$ cat config.mk
export PLATFORM = sky130hd
export DESIGN_NAME = tmds_video_timing_ctrl
export DESIGN_NICKNAME = d
export VERILOG_FILES = /design/src/rtl/tmds_video_timing_ctrl.sv
export SDC_FILE = /design/constraint.sdc
export NUM_CORES = 1
export LEC_CHECK = 0
export BUFFER_PORTS_ARGS = -buffer_cell sky130_fd_sc_hd__clkbuf_2
export CORE_ASPECT_RATIO = 0.9
export CORE_MARGIN = 8
export CORE_UTILIZATION = 46
export DETAILED_ROUTE_END_ITERATION = 10
export GPL_ROUTABILITY_DRIVEN = 0
export GPL_TIMING_DRIVEN = 0
export PLACE_DENSITY_LB_ADDON = 0.25
export SLEW_MARGIN = 30
export SYNTH_ARGS = -nofsm -noshare
export SYNTH_HDL_FRONTEND = slang
export SYNTH_SLANG_ARGS = --single-unit
$ cat constraint.sdc
create_clock -name i_pixclk -period 2.15 [get_ports i_pixclk]
set_input_delay 0.215 -clock i_pixclk [delete_from_list [all_inputs] [get_ports i_pixclk]]
set_output_delay 0.215 -clock i_pixclk [all_outputs]
set_load 0.02 [all_outputs]
$ cat src/rtl/tmds_video_timing_ctrl.sv
// tmds_video_timing_ctrl: pixel-clock video timing sequencer for the TMDS encoder.
// Generates registered hsync/vsync/de/coordinates plus a one-cycle-early pixel request.
module tmds_video_timing_ctrl #(
  parameter int H_ACTIVE = 1280,
  parameter int H_FP     = 110,
  parameter int H_SYNC   = 40,
  parameter int H_BP     = 220,
  parameter int V_ACTIVE = 720,
  parameter int V_FP     = 5,
  parameter int V_SYNC   = 5,
  parameter int V_BP     = 20,
  parameter bit H_POL    = 1'b1,
  parameter bit V_POL    = 1'b1,
  parameter int CW       = 12
) (
  input  logic          i_pixclk,
  input  logic          i_rst_n,
  input  logic          i_en,
  input  logic          i_pix_valid,
  input  logic          i_clr_underflow,
  output logic          o_hsync,
  output logic          o_vsync,
  output logic          o_de,
  output logic          o_pix_req,
  output logic [CW-1:0] o_x,
  output logic [CW-1:0] o_y,
  output logic          o_frame_start,
  output logic          o_underflow
);
  localparam logic [CW-1:0] H_END = CW'(H_ACTIVE + H_FP + H_SYNC + H_BP - 1);
  localparam logic [CW-1:0] V_END = CW'(V_ACTIVE + V_FP + V_SYNC + V_BP - 1);
  localparam logic [CW-1:0] H_A   = CW'(H_ACTIVE);
  localparam logic [CW-1:0] V_A   = CW'(V_ACTIVE);
  localparam logic [CW-1:0] HS0   = CW'(H_ACTIVE + H_FP);
  localparam logic [CW-1:0] HS1   = CW'(H_ACTIVE + H_FP + H_SYNC);
  localparam logic [CW-1:0] VS0   = CW'(V_ACTIVE + V_FP);
  localparam logic [CW-1:0] VS1   = CW'(V_ACTIVE + V_FP + V_SYNC);

  typedef enum logic {IDLE, RUN} state_t;

  state_t        state_q, state_d;
  logic [CW-1:0] h_cnt_q, h_cnt_d, v_cnt_q, v_cnt_d;
  logic [CW-1:0] x_q, x_d, y_q, y_d;
  logic          hsync_q, hsync_d, vsync_q, vsync_d;
  logic          de_q, de_d, fs_q, fs_d, uf_q, uf_d;
  logic          go, act;

  // Dropping i_en takes effect on the very next edge, so the decode is gated by it too.
  always_comb begin
    state_d = i_en ? RUN : IDLE;
    go      = (state_q == RUN) && i_en;
    act     = go && (h_cnt_q < H_A) && (v_cnt_q < V_A);
    h_cnt_d = '0;
    v_cnt_d = '0;
    if (go) begin
      h_cnt_d = (h_cnt_q == H_END) ? '0 : h_cnt_q + CW'(1);
      v_cnt_d = (h_cnt_q != H_END) ? v_cnt_q : (v_cnt_q == V_END) ? '0 : v_cnt_q + CW'(1);
    end
    de_d    = act;
    x_d     = act ? h_cnt_q : '0;
    y_d     = act ? v_cnt_q : '0;
    fs_d    = go && (h_cnt_q == '0) && (v_cnt_q == '0);
    hsync_d = (go && h_cnt_q >= HS0 && h_cnt_q < HS1) ? H_POL : ~H_POL;
    vsync_d = (go && v_cnt_q >= VS0 && v_cnt_q < VS1) ? V_POL : ~V_POL;
    uf_d    = (de_q && !i_pix_valid) || (uf_q && !i_clr_underflow);
  end

  always_ff @(posedge i_pixclk or negedge i_rst_n) begin
    if (!i_rst_n) begin
      state_q <= IDLE;
      h_cnt_q <= '0;
      v_cnt_q <= '0;
      x_q     <= '0;
      y_q     <= '0;
      de_q    <= 1'b0;
      fs_q    <= 1'b0;
      hsync_q <= ~H_POL;
      vsync_q <= ~V_POL;
      uf_q    <= 1'b0;
    end else begin
      state_q <= state_d;
      h_cnt_q <= h_cnt_d;
      v_cnt_q <= v_cnt_d;
      x_q     <= x_d;
      y_q     <= y_d;
      de_q    <= de_d;
      fs_q    <= fs_d;
      hsync_q <= hsync_d;
      vsync_q <= vsync_d;
      uf_q    <= uf_d;
    end
  end

  assign o_pix_req     = act;
  assign o_de          = de_q;
  assign o_x           = x_q;
  assign o_y           = y_q;
  assign o_frame_start = fs_q;
  assign o_hsync       = hsync_q;
  assign o_vsync       = vsync_q;
  assign o_underflow   = uf_q;
endmodule

==> results.json, run 1 <==
{
  "status": "complete, but fails checks",
  "violations": "negative hold slack",
  "p_leak_uw": 0.00136,
  "clock.fmax_ghz": 0.487,
  "area_growth_pct": 17.5,
  "finalCritPeriodShare": 0.954,
  "synthSimpleGateAreaFrac": 0.246,
  "ys.flop_type": "dfrtp_1",
  "power_uw": 1800,
  "io_pins": 35,
  "yosys_warnings": 0,
  "layout_commonest_cell": "dfrtp_1",
  "dpl.hpwl_microns": 3520,
  "rows": 25,
  "met2_usage": 0.202,
  "port_buffers": 34,
  "yosysSeqAreaShare": 0.542,
  "wl_microns": 5340,
  "drv_cap": 0,
  "ir_worst_vdd_v": 0.000265,
  "path_max_fanout": 10,
  "drtPass1Iterations": 4,
  "num_antenna_cells": 0,
  "cp-start-kind": "flop",
  "place_area_sq_um": 2760,
  "r2r_end": "v_cnt_q[8]$_DFFE_PN0P_",
  "drive_gt1_frac": 0.214,
  "ant_nets": 0,
  "root_buffer": "clkbuf_8",
  "async_flop_share": 1.00,
  "overflow": 0,
  "synth_edf_count": 0,
  "ctsHoldBuffers": 0,
  "synth-seq-cells": 54,
  "worst_ep_required_time_ns": 2.32,
  "grt_pass1_vias": 1799,
  "clock_latency_ns": 0.31,
  "relSlewSlack": 0.522,
  "antenna_found_initial": 0,
  "tightest_slew_ns": 0.716,
  "synth_top_family_by_area": "simple AND/OR/NAND/NOR gates",
  "synth_top_area_cell": "dfrtp_1",
  "synth.cell_area_sq_um": 2490,
  "clock_skew_ns": 0.00614,
  "die_area_sq_um": 8030,
  "start_util": 0.474,
  "final_cell_mix": "dfrtp_1 (52), clkbuf_2 (33), and2_1 (22)",
  "vias_per_cell": 5.43,
  "cts_buffers": 5,
  "hold_violations": 54,
  "reg2reg_slack_ns": 0.1,
  "use_met3": 0.0314,
  "setup_ws_ns": 0.0979,
  "end_kind": "flop",
  "power_density_nw_per_um2": 614,
  "numClockSinks": 54,
  "cts.clk_slew.worst_paths_ns": 0.09,
  "htreeDepth": 2,
  "drc": 0,
  "arrival_ns": 2.22,
  "cts_tree": "yes",
  "grt_pass1_wl_microns": 9130,
  "wl_per_cell_microns": 15.2,
  "core-area_sq_um": 5260,
  "clockBufferDepth": 2,
  "yosys-top-cells-area": "dfrtp_1 (54%), and2_1 (5.5%), a31oi_1 (5.0%)",
  "final_area_sq_um": 2930,
  "netlist.area_leader.share": 0.542,
  "synthMuxAreaShare": 0,
  "busiest_layer": "met2",
  "synth_cells": 236,
  "finalMaxSlewViolations": 0,
  "hold_slack_ns": -0.0173,
  "synth.distinct_cells": 44,
  "grt_max_degree": 55,
  "synth_compound_area_frac": 0.0894,
  "holdCritPathClass": "input port to asynchronous set/reset pin",
  "worstRegToRegCells": 8,
  "gr-usage-all-layers": 0.140,
  "final_nets": 296,
  "die_x_microns": 93.6,
  "syn_area_per_cell_sq_um": 10.6,
  "criticalPathCategory": "flop to flop",
  "synth_xor_xnor_area_share": 0.0351,
  "finalCriticalPeriod_ns": 2.05,
  "setup_viol": 0,
  "use_met1": 0.199,
  "drt_iter0_markers": 188,
  "die_y_microns": 85.8,
  "reg2reg_from": "h_cnt_q[1]$_DFF_PN0_",
  "rsz0062_at_grt": "false",
  "synthAdderAreaFrac": 0.0351,
  "dp_worst_setup_slack_ns": -0.105,
  "via_count": 1910
}
[Yosys cell counts (all sizes together), types with 2 or more instances]
| library cell | n |
|---|---|
| nand2 | 9 |
| xnor2 | 3 |
| and3 | 7 |
| and4 | 2 |
| nand4 | 5 |
| ha | 7 |
| inv | 9 |
| nor2 | 19 |
| or3 | 2 |
| nor4b | 2 |
| o211ai | 2 |
| clkbuf | 10 |
| nand3 | 17 |
| a31oi | 20 |
| buf | 6 |
| nor3 | 5 |
| o21ai | 4 |
| dfrtp | 54 |
| xor2 | 7 |
| nor4 | 5 |
| and2 | 22 |
| nand2b | 3 |
[metal layers]
metal | part of all wire | vias to the layer above
met5 | 0 | -
met4 | 0.015 | 0
met3 | 0.066 | 6
met2 | 0.45 | 63
met1 | 0.47 | 923
li1 | - | 918
[power breakdown]
group	internal [uW]	total [uW]	leakage (uW)	switching (uW)
Combinational	26.8	87.9	0.000568	61.1
Sequential	1020	1030	0.000738	5.62
Clock	348	681	0.0000514	333
Total	1400	1800	0.00136	400
[logic make-up after synthesis]
group,count (synthesis)
adder cells (fa/ha/maj),7
buffers and inverters,25
flip-flops,54
AO/OA/AOI/OAI,34
other,1
XOR/XNOR,10
AND/OR/NAND/NOR,105
[critical path, stage by stage, from the launching register on]
cell and delay (ns):
dfrtp_2 0.44, inv_1 0.09, ha_1 0.13, or3b_4 0.41
nor4_4 0.30, or2_1 0.14, buf_4 0.15, buf_6 0.15
a31oi_1 0.11
[state kept, by name, summed over array words and instances, names as in the netlist]
name,cells
v_cnt_q,12
o_de,1
o_hsync,1
state_q,1
o_x,12
o_underflow,1
o_frame_start,1
o_y,12
o_vsync,1
h_cnt_q,12
[stage by stage]
stage | hold slack, ns | util | TNS, ns | instances
4_1_cts | 0.0121 | 0.550 | 0 | 348
2_1_floorplan | -0.0806 | - | 0 | 238
6_report | -0.0173 | 0.557 | 0 | 352
3_5_place_dp | 0.353 | 0.525 | -1.24 | 339
5_1_grt | 0.0353 | 0.557 | 0 | 352
3_3_place_gp | 0.351 | 0.524 | -0.526 | 339
[how the worst max path moves through the flow]
stage	end	slack, ns	from	depth (start not counted)
floorplan	v_cnt_q[5]$_DFFE_PN0P_	0.23	h_cnt_q[1]$_DFF_PN0_	8
global placement	v_cnt_q[8]$_DFFE_PN0P_	-0.06	h_cnt_q[1]$_DFF_PN0_	8
detailed placement	v_cnt_q[8]$_DFFE_PN0P_	-0.10	h_cnt_q[1]$_DFF_PN0_	8
CTS	o_pix_req	0.05	v_cnt_q[8]$_DFFE_PN0P_	4
global route	v_cnt_q[8]$_DFFE_PN0P_	0.005	h_cnt_q[1]$_DFF_PN0_	8
finish	v_cnt_q[8]$_DFFE_PN0P_	0.1	h_cnt_q[1]$_DFF_PN0_	8
[cell type report]
class	instances	area, sq um
Fill cell	462	2330
Tap cell	67	83.8
Clock buffer	6	72.6
Buffer	15	87.6
Clock inverter	2	37.5
Timing Repair Buffer	40	218
Sequential cell	54	1350
Multi-Input combinational cell	159	1040
Inverter	9	33.8
[repair_timing]
item                                    4_1_cts  5_1_grt
endpoints found under the hold margin         0        0
endpoints found under the setup margin       22       21
pin swaps                                     1        0
buffers inserted                              2        4
resized for setup                             2        3
Note: power is estimated with default switching activity, not from simulation.
==> inputs of run 2 (changes only) <==
--- a/config.mk
+++ b/config.mk
@@ -6,4 +6,5 @@
 export NUM_CORES = 1
 export LEC_CHECK = 0
+export ABC_CLOCK_PERIOD_IN_PS = 2150
 export BUFFER_PORTS_ARGS = -buffer_cell sky130_fd_sc_hd__clkbuf_2
 export CORE_ASPECT_RATIO = 0.9
==> constraint.sdc (replaced) <==
create_clock -name i_pixclk -period 2.15 [get_ports i_pixclk]
set_input_delay 0.215 -clock i_pixclk [delete_from_list [all_inputs] [get_ports i_pixclk]]
set_output_delay 0.215 -clock i_pixclk [all_outputs]
set_load 0.005 [all_outputs]
==> run 2 against run 1 <==
Register-to-register slack barely moved. The flow still finishes with violations (negative hold slack). Critical path type is now flop to primary output. Critical endpoint is now o_pix_req. Die area did not move. First-iteration DRC count down 5.9%. Highest routed layer unchanged.
==> results.json, run 2 (same netlist as run 1, synthesis figures left out) <==
{
  "status": "complete, but fails checks",
  "violations": "negative hold slack",
  "port_buffers": 34,
  "cts_buffers": 5,
  "layout_commonest_cell": "dfrtp_1",
  "wl_microns": 5350,
  "grt_pass1_vias": 1811,
  "hold_slack_ns": -0.0202,
  "wl_per_cell_microns": 15.3,
  "power_density_nw_per_um2": 616,
  "power_uw": 1790,
  "cp_slowest_cell": "dfrtp_1",
  "clock_skew_ns": 0.00535,
  "rsz0062_at_grt": "false",
  "final_nets": 293,
  "vias_per_cell": 5.42,
  "drtPass1Iterations": 4,
  "grt_pass1_wl_microns": 9140,
  "finalCritPeriodShare": 0.960,
  "met2_usage": 0.202,
  "dp_cells": 339,
  "die_y_microns": 85.8,
  "via_count": 1892,
  "busiest_layer": "met2",
  "drt_iter0_markers": 177,
  "finalMaxSlewViolations": 0,
  "cts_tree": "yes",
  "core-area_sq_um": 5260,
  "finalCriticalPeriod_ns": 2.06,
  "ctsHoldBuffers": 0,
  "setup_viol": 0,
  "cts.clk_slew.worst_paths_ns": 0.09,
  "htreeDepth": 2,
  "holdCritPathClass": "input port to asynchronous set/reset pin",
  "path_buf_inv": 1,
  "path_max_fanout": 14,
  "die_x_microns": 93.6,
  "instances_no_fill": 349,
  "hold_violations": 54,
  "gr-usage-all-layers": 0.140,
  "use_met1": 0.199,
  "n_fill_cell": 469,
  "cp.depth": 4,
  "tightest_slew_ns": 0.720,
  "worstRegToRegCells": 8,
  "ir_worst_vdd_v": 0.000265,
  "clock.fmax_ghz": 0.484,
  "dp_worst_setup_slack_ns": -0.105,
  "overflow": 0,
  "arrival_ns": 1.85,
  "end_kind": "primary output",
  "dpl.hpwl_microns": 3520,
  "ant_nets": 0,
  "cp-start-kind": "flop",
  "setup_ws_ns": 0.0859,
  "numClockSinks": 54,
  "criticalPathCategory": "flop to primary output",
  "antenna_found_initial": 0,
  "io_pins": 35,
  "relSlewSlack": 0.520,
  "p_leak_uw": 0.00134,
  "root_buffer": "clkbuf_8",
  "area_growth_pct": 16.6,
  "drc": 0,
  "use_met3": 0.0314,
  "start_util": 0.474,
  "num_antenna_cells": 0,
  "worst_ep_required_time_ns": 1.93,
  "clock_latency_ns": 0.31,
  "die_area_sq_um": 8030,
  "final_cell_mix": "dfrtp_1 (52), clkbuf_2 (33), and2_1 (22)",
  "drive_gt1_frac": 0.206,
  "drv_cap": 0,
  "clockBufferDepth": 2,
  "cp_top_family": "flip-flops",
  "grt_max_degree": 55,
  "final_util": 0.553,
  "cp_cell_sequence": "nor4b_4 -> nand3_1 -> o2111a_2 -> clkbuf_2",
  "max_stage_delay_ns": 0.50,
  "rows": 25
}
## run 2: what timing repair did
action,CTS,global route
setup buffers,2,1
resized for setup,1,4
setup endpoints to repair,22,31
pin swaps,1,0
endpoints found under the hold margin,0,0
## run 2: where the power goes
group | internal [uW] | switching [uW] | total, uW
logic | 23.4 | 51.2 | 74.6
registers | 1020 | 5.64 | 1030
clock network | 348 | 337 | 684
total | 1400 | 393 | 1790
## run 2: path summary, 6_finish.rpt
check	to	start	slack, ns
worst max-delay path	o_pix_req	v_cnt_q[8]$_DFFE_PN0P_	0.09
worst min-delay path	o_x[4]$_DFF_PN0_	i_rst_n	-0.02
worst max register to register	v_cnt_q[8]$_DFFE_PN0P_	h_cnt_q[1]$_DFF_PN0_	0.10
worst min register to register	h_cnt_q[0]$_DFF_PN0_	h_cnt_q[0]$_DFF_PN0_	0.52
max in group asynchronous	h_cnt_q[0]$_DFF_PN0_	i_rst_n	1.67
min in group i_pixclk	state_q$_DFF_PN0_	i_en	0.03
## run 2: area by class of cell
class | count | area [sq um] | area share
Buffer | 15 | 87.6 | 0.0301
Clock buffer | 6 | 72.6 | 0.0250
Clock inverter | 2 | 37.5 | 0.0129
Inverter | 9 | 33.8 | 0.0116
Multi-Input combinational cell | 159 | 1040 | 0.359
Sequential cell | 54 | 1350 | 0.466
Tap cell | 67 | 83.8 | 0.0288
Timing Repair Buffer | 37 | 195 | 0.0672
## run 2: metrics by stage
stage	instance area (sq um)	hold slack, ns	TNS, ns
4_1_cts	2890	0.0121	0
6_report	2910	-0.0202	0
3_3_place_gp	2750	0.351	-0.526
5_1_grt	2910	0.0353	0
2_1_floorplan	2500	-0.0806	0
3_5_place_dp	2760	0.353	-1.24
## run 2: layer usage
| metal | share of wire | vias up | wire length [microns] |
|---|---|---|---|
| met5 | 0 | - | 0 |
| met3 | 0.063 | 7 | 338 |
| met1 | 0.48 | 916 | 2560 |
| met4 | 0.016 | 0 | 87 |
| li1 | - | 912 | - |
| met2 | 0.44 | 57 | 2360 |
## run 2: worst reg2reg max path: stages (launching register included)
cell and delay [ns]:
dfrtp_2 0.44, inv_1 0.09, ha_1 0.13, or3b_4 0.41
nor4_4 0.30, or2_1 0.14, buf_4 0.15, buf_6 0.15
a31oi_1 0.11
==> inputs of run 3 (changes only) <==
Settings changed: REMOVE_ABC_BUFFERS from default to 1.
==> run 3 against run 2 <==
Die area stayed put. Via count is 2.2% lower. Final cell count is 3.4% lower. Sequential share of layout area is 1.3 points higher. Clock power is 21% lower. The flow still finishes with violations (negative hold slack).
==> results.json, run 3 (same netlist as run 1, synthesis figures left out) <==
{
  "cts.clk_slew.worst_paths_ns": 0.09,
  "power_uw": 1640,
  "seqPwrFrac": 0.627,
  "core-area_sq_um": 5260,
  "wl_per_cell_microns": 15.3,
  "finalCritPeriodShare": 0.949,
  "clockBufferDepth": 2,
  "end_kind": "primary output",
  "p_comb_frac": 0.044,
  "die_x_microns": 93.6,
  "setup_ws_ns": 0.111,
  "status": "complete, but fails checks",
  "n_fill_cell": 497,
  "numClockSinks": 54,
  "start_util": 0.474,
  "rsz0062_at_grt": "true",
  "drtPass1Iterations": 4,
  "cp_cell_sequence": "nor4b_4 -> nand3_1 -> o2111a_2 -> clkbuf_2",
  "drv_cap": 0,
  "gr-usage-all-layers": 0.137,
  "drive_gt1_frac": 0.207,
  "die_y_microns": 85.8,
  "cp_top_family": "simple AND/OR/NAND/NOR gates",
  "antenna_found_initial": 0,
  "area_growth_pct": 13.6,
  "ant_nets": 0,
  "wl_met1_microns": 2370,
  "p_int_uw": 1270,
  "max_stage_delay_ns": 0.47,
  "path_buf_inv": 1,
  "root_buffer": "clkbuf_8",
  "port_buffers": 34,
  "tightest_slew_ns": 0.699,
  "clock_skew_ns": 0.00430,
  "p_leak_uw": 0.00131,
  "final_nets": 282,
  "criticalPathCategory": "flop to primary output",
  "hold_slack_ns": -0.0363,
  "finalMaxSlewViolations": 0,
  "via_count": 1851,
  "grt_max_degree": 55,
  "cts_buffers": 5,
  "finalCriticalPeriod_ns": 2.04,
  "ir_worst_vdd_v": 0.000208,
  "setup_viol": 0,
  "violations": "negative hold slack",
  "worstRegToRegCells": 5,
  "dp_worst_setup_slack_ns": -0.434,
  "vias_per_cell": 5.49,
  "path_max_fanout": 12,
  "cp_slowest_cell": "dfrtp_1",
  "worst_ep_required_time_ns": 1.93,
  "wl_met3_microns": 421,
  "reg2reg_slack_ns": 0.15,
  "power_frac_clock": 0.329,
  "top_layer_used": "met4",
  "num_antenna_cells": 0,
  "drt_iter0_markers": 173,
  "relSlewSlack": 0.534,
  "clock.fmax_ghz": 0.490,
  "netSwitchingPower_uw": 374,
  "layout_commonest_cell": "dfrtp_1",
  "final_cell_mix": "dfrtp_1 (52), clkbuf_2 (33), and2_1 (22)",
  "overflow": 0,
  "r2r_end": "v_cnt_q[8]$_DFFE_PN0P_",
  "grt_pass1_vias": 1828,
  "power_density_nw_per_um2": 581,
  "rows": 25,
  "drc": 0,
  "io_pins": 35,
  "hold_violations": 54,
  "arrival_ns": 1.82,
  "cp-start-kind": "flop",
  "holdCritPathClass": "input port to asynchronous set/reset pin",
  "grt_pass1_wl_microns": 8760,
  "switching_share": 0.228,
  "cts_tree": "yes",
  "die_area_sq_um": 8030,
  "reg2reg_from": "h_cnt_q[0]$_DFF_PN0_",
  "route.met2.wl_microns": 2260,
  "wl_microns": 5160,
  "htreeDepth": 2,
  "clock_latency_ns": 0.31,
  "dpl.hpwl_microns": 3260
}
==> run 3: timing repair <==
item                                    CTS  global route
buffers inserted                          4             1
hold endpoints to repair                  0             0
endpoints found under the setup margin   24            13
resized for setup                         4             4
pin swaps                                 2             2
hold buffers                              0             0
gates cloned                              1             1
==> run 3: power groups by stage <==
stage	clock [uW]	combinational [uW]	sequential, uW
after floorplan	0	24.6	1050
after global placement	0	66.2	1050
after detailed placement	0	68.1	1050
after CTS	555	70.8	1030
after global routing	599	83.9	1030
final	541	72.2	1030
==> run 3: cell type report <==
| class | count | area [sq um] | share of cell area |
|---|---|---|---|
| sequential | 54 | 1350 | 0.478 |
| multi-input combinational | 161 | 1070 | 0.378 |
| timing repair buffer | 39 | 210 | 0.0743 |
| tap | 67 | 83.8 | 0.0296 |
| clock buffer | 6 | 72.6 | 0.0256 |
| inverter | 9 | 33.8 | 0.0119 |
| clock inverter | 1 | 7.51 | 0.00265 |
==> run 3: worst max path at each step <==
stage	to	cells past startpoint	from	slack [ns]
3_5_place_dp	v_cnt_q[8]$_DFFE_PN0P_	6	h_cnt_q[1]$_DFF_PN0_	-0.43
4_1_cts	o_pix_req	4	v_cnt_q[8]$_DFFE_PN0P_	0.02
6_report	o_pix_req	4	v_cnt_q[10]$_DFFE_PN0P_	0.11
5_1_grt	v_cnt_q[11]$_DFFE_PN0P_	6	v_cnt_q[1]$_DFFE_PN0P_	-0.01
3_3_place_gp	v_cnt_q[8]$_DFFE_PN0P_	6	h_cnt_q[1]$_DFF_PN0_	-0.40
2_1_floorplan	v_cnt_q[10]$_DFFE_PN0P_	6	h_cnt_q[1]$_DFF_PN0_	0.04
==> run 3: metrics by stage <==
stage                     TNS, ns  instances  instance area [sq um]   util
after floorplan                 0        222                   2410      -
after global placement      -7.79        323                   2660  0.507
after detailed placement    -8.70        323                   2670  0.507
after CTS                       0        335                   2790  0.532
after global routing      -0.0121        337                   2830  0.539
final                           0        337                   2830  0.539
==> run 3: per-layer routing <==
layer  global-route usage  vias to the layer above
met5                    0                        -
met4               0.0662                        0
met3               0.0375                        9
met2                0.197                       61
met1                0.185                      882
li1                     -                      899
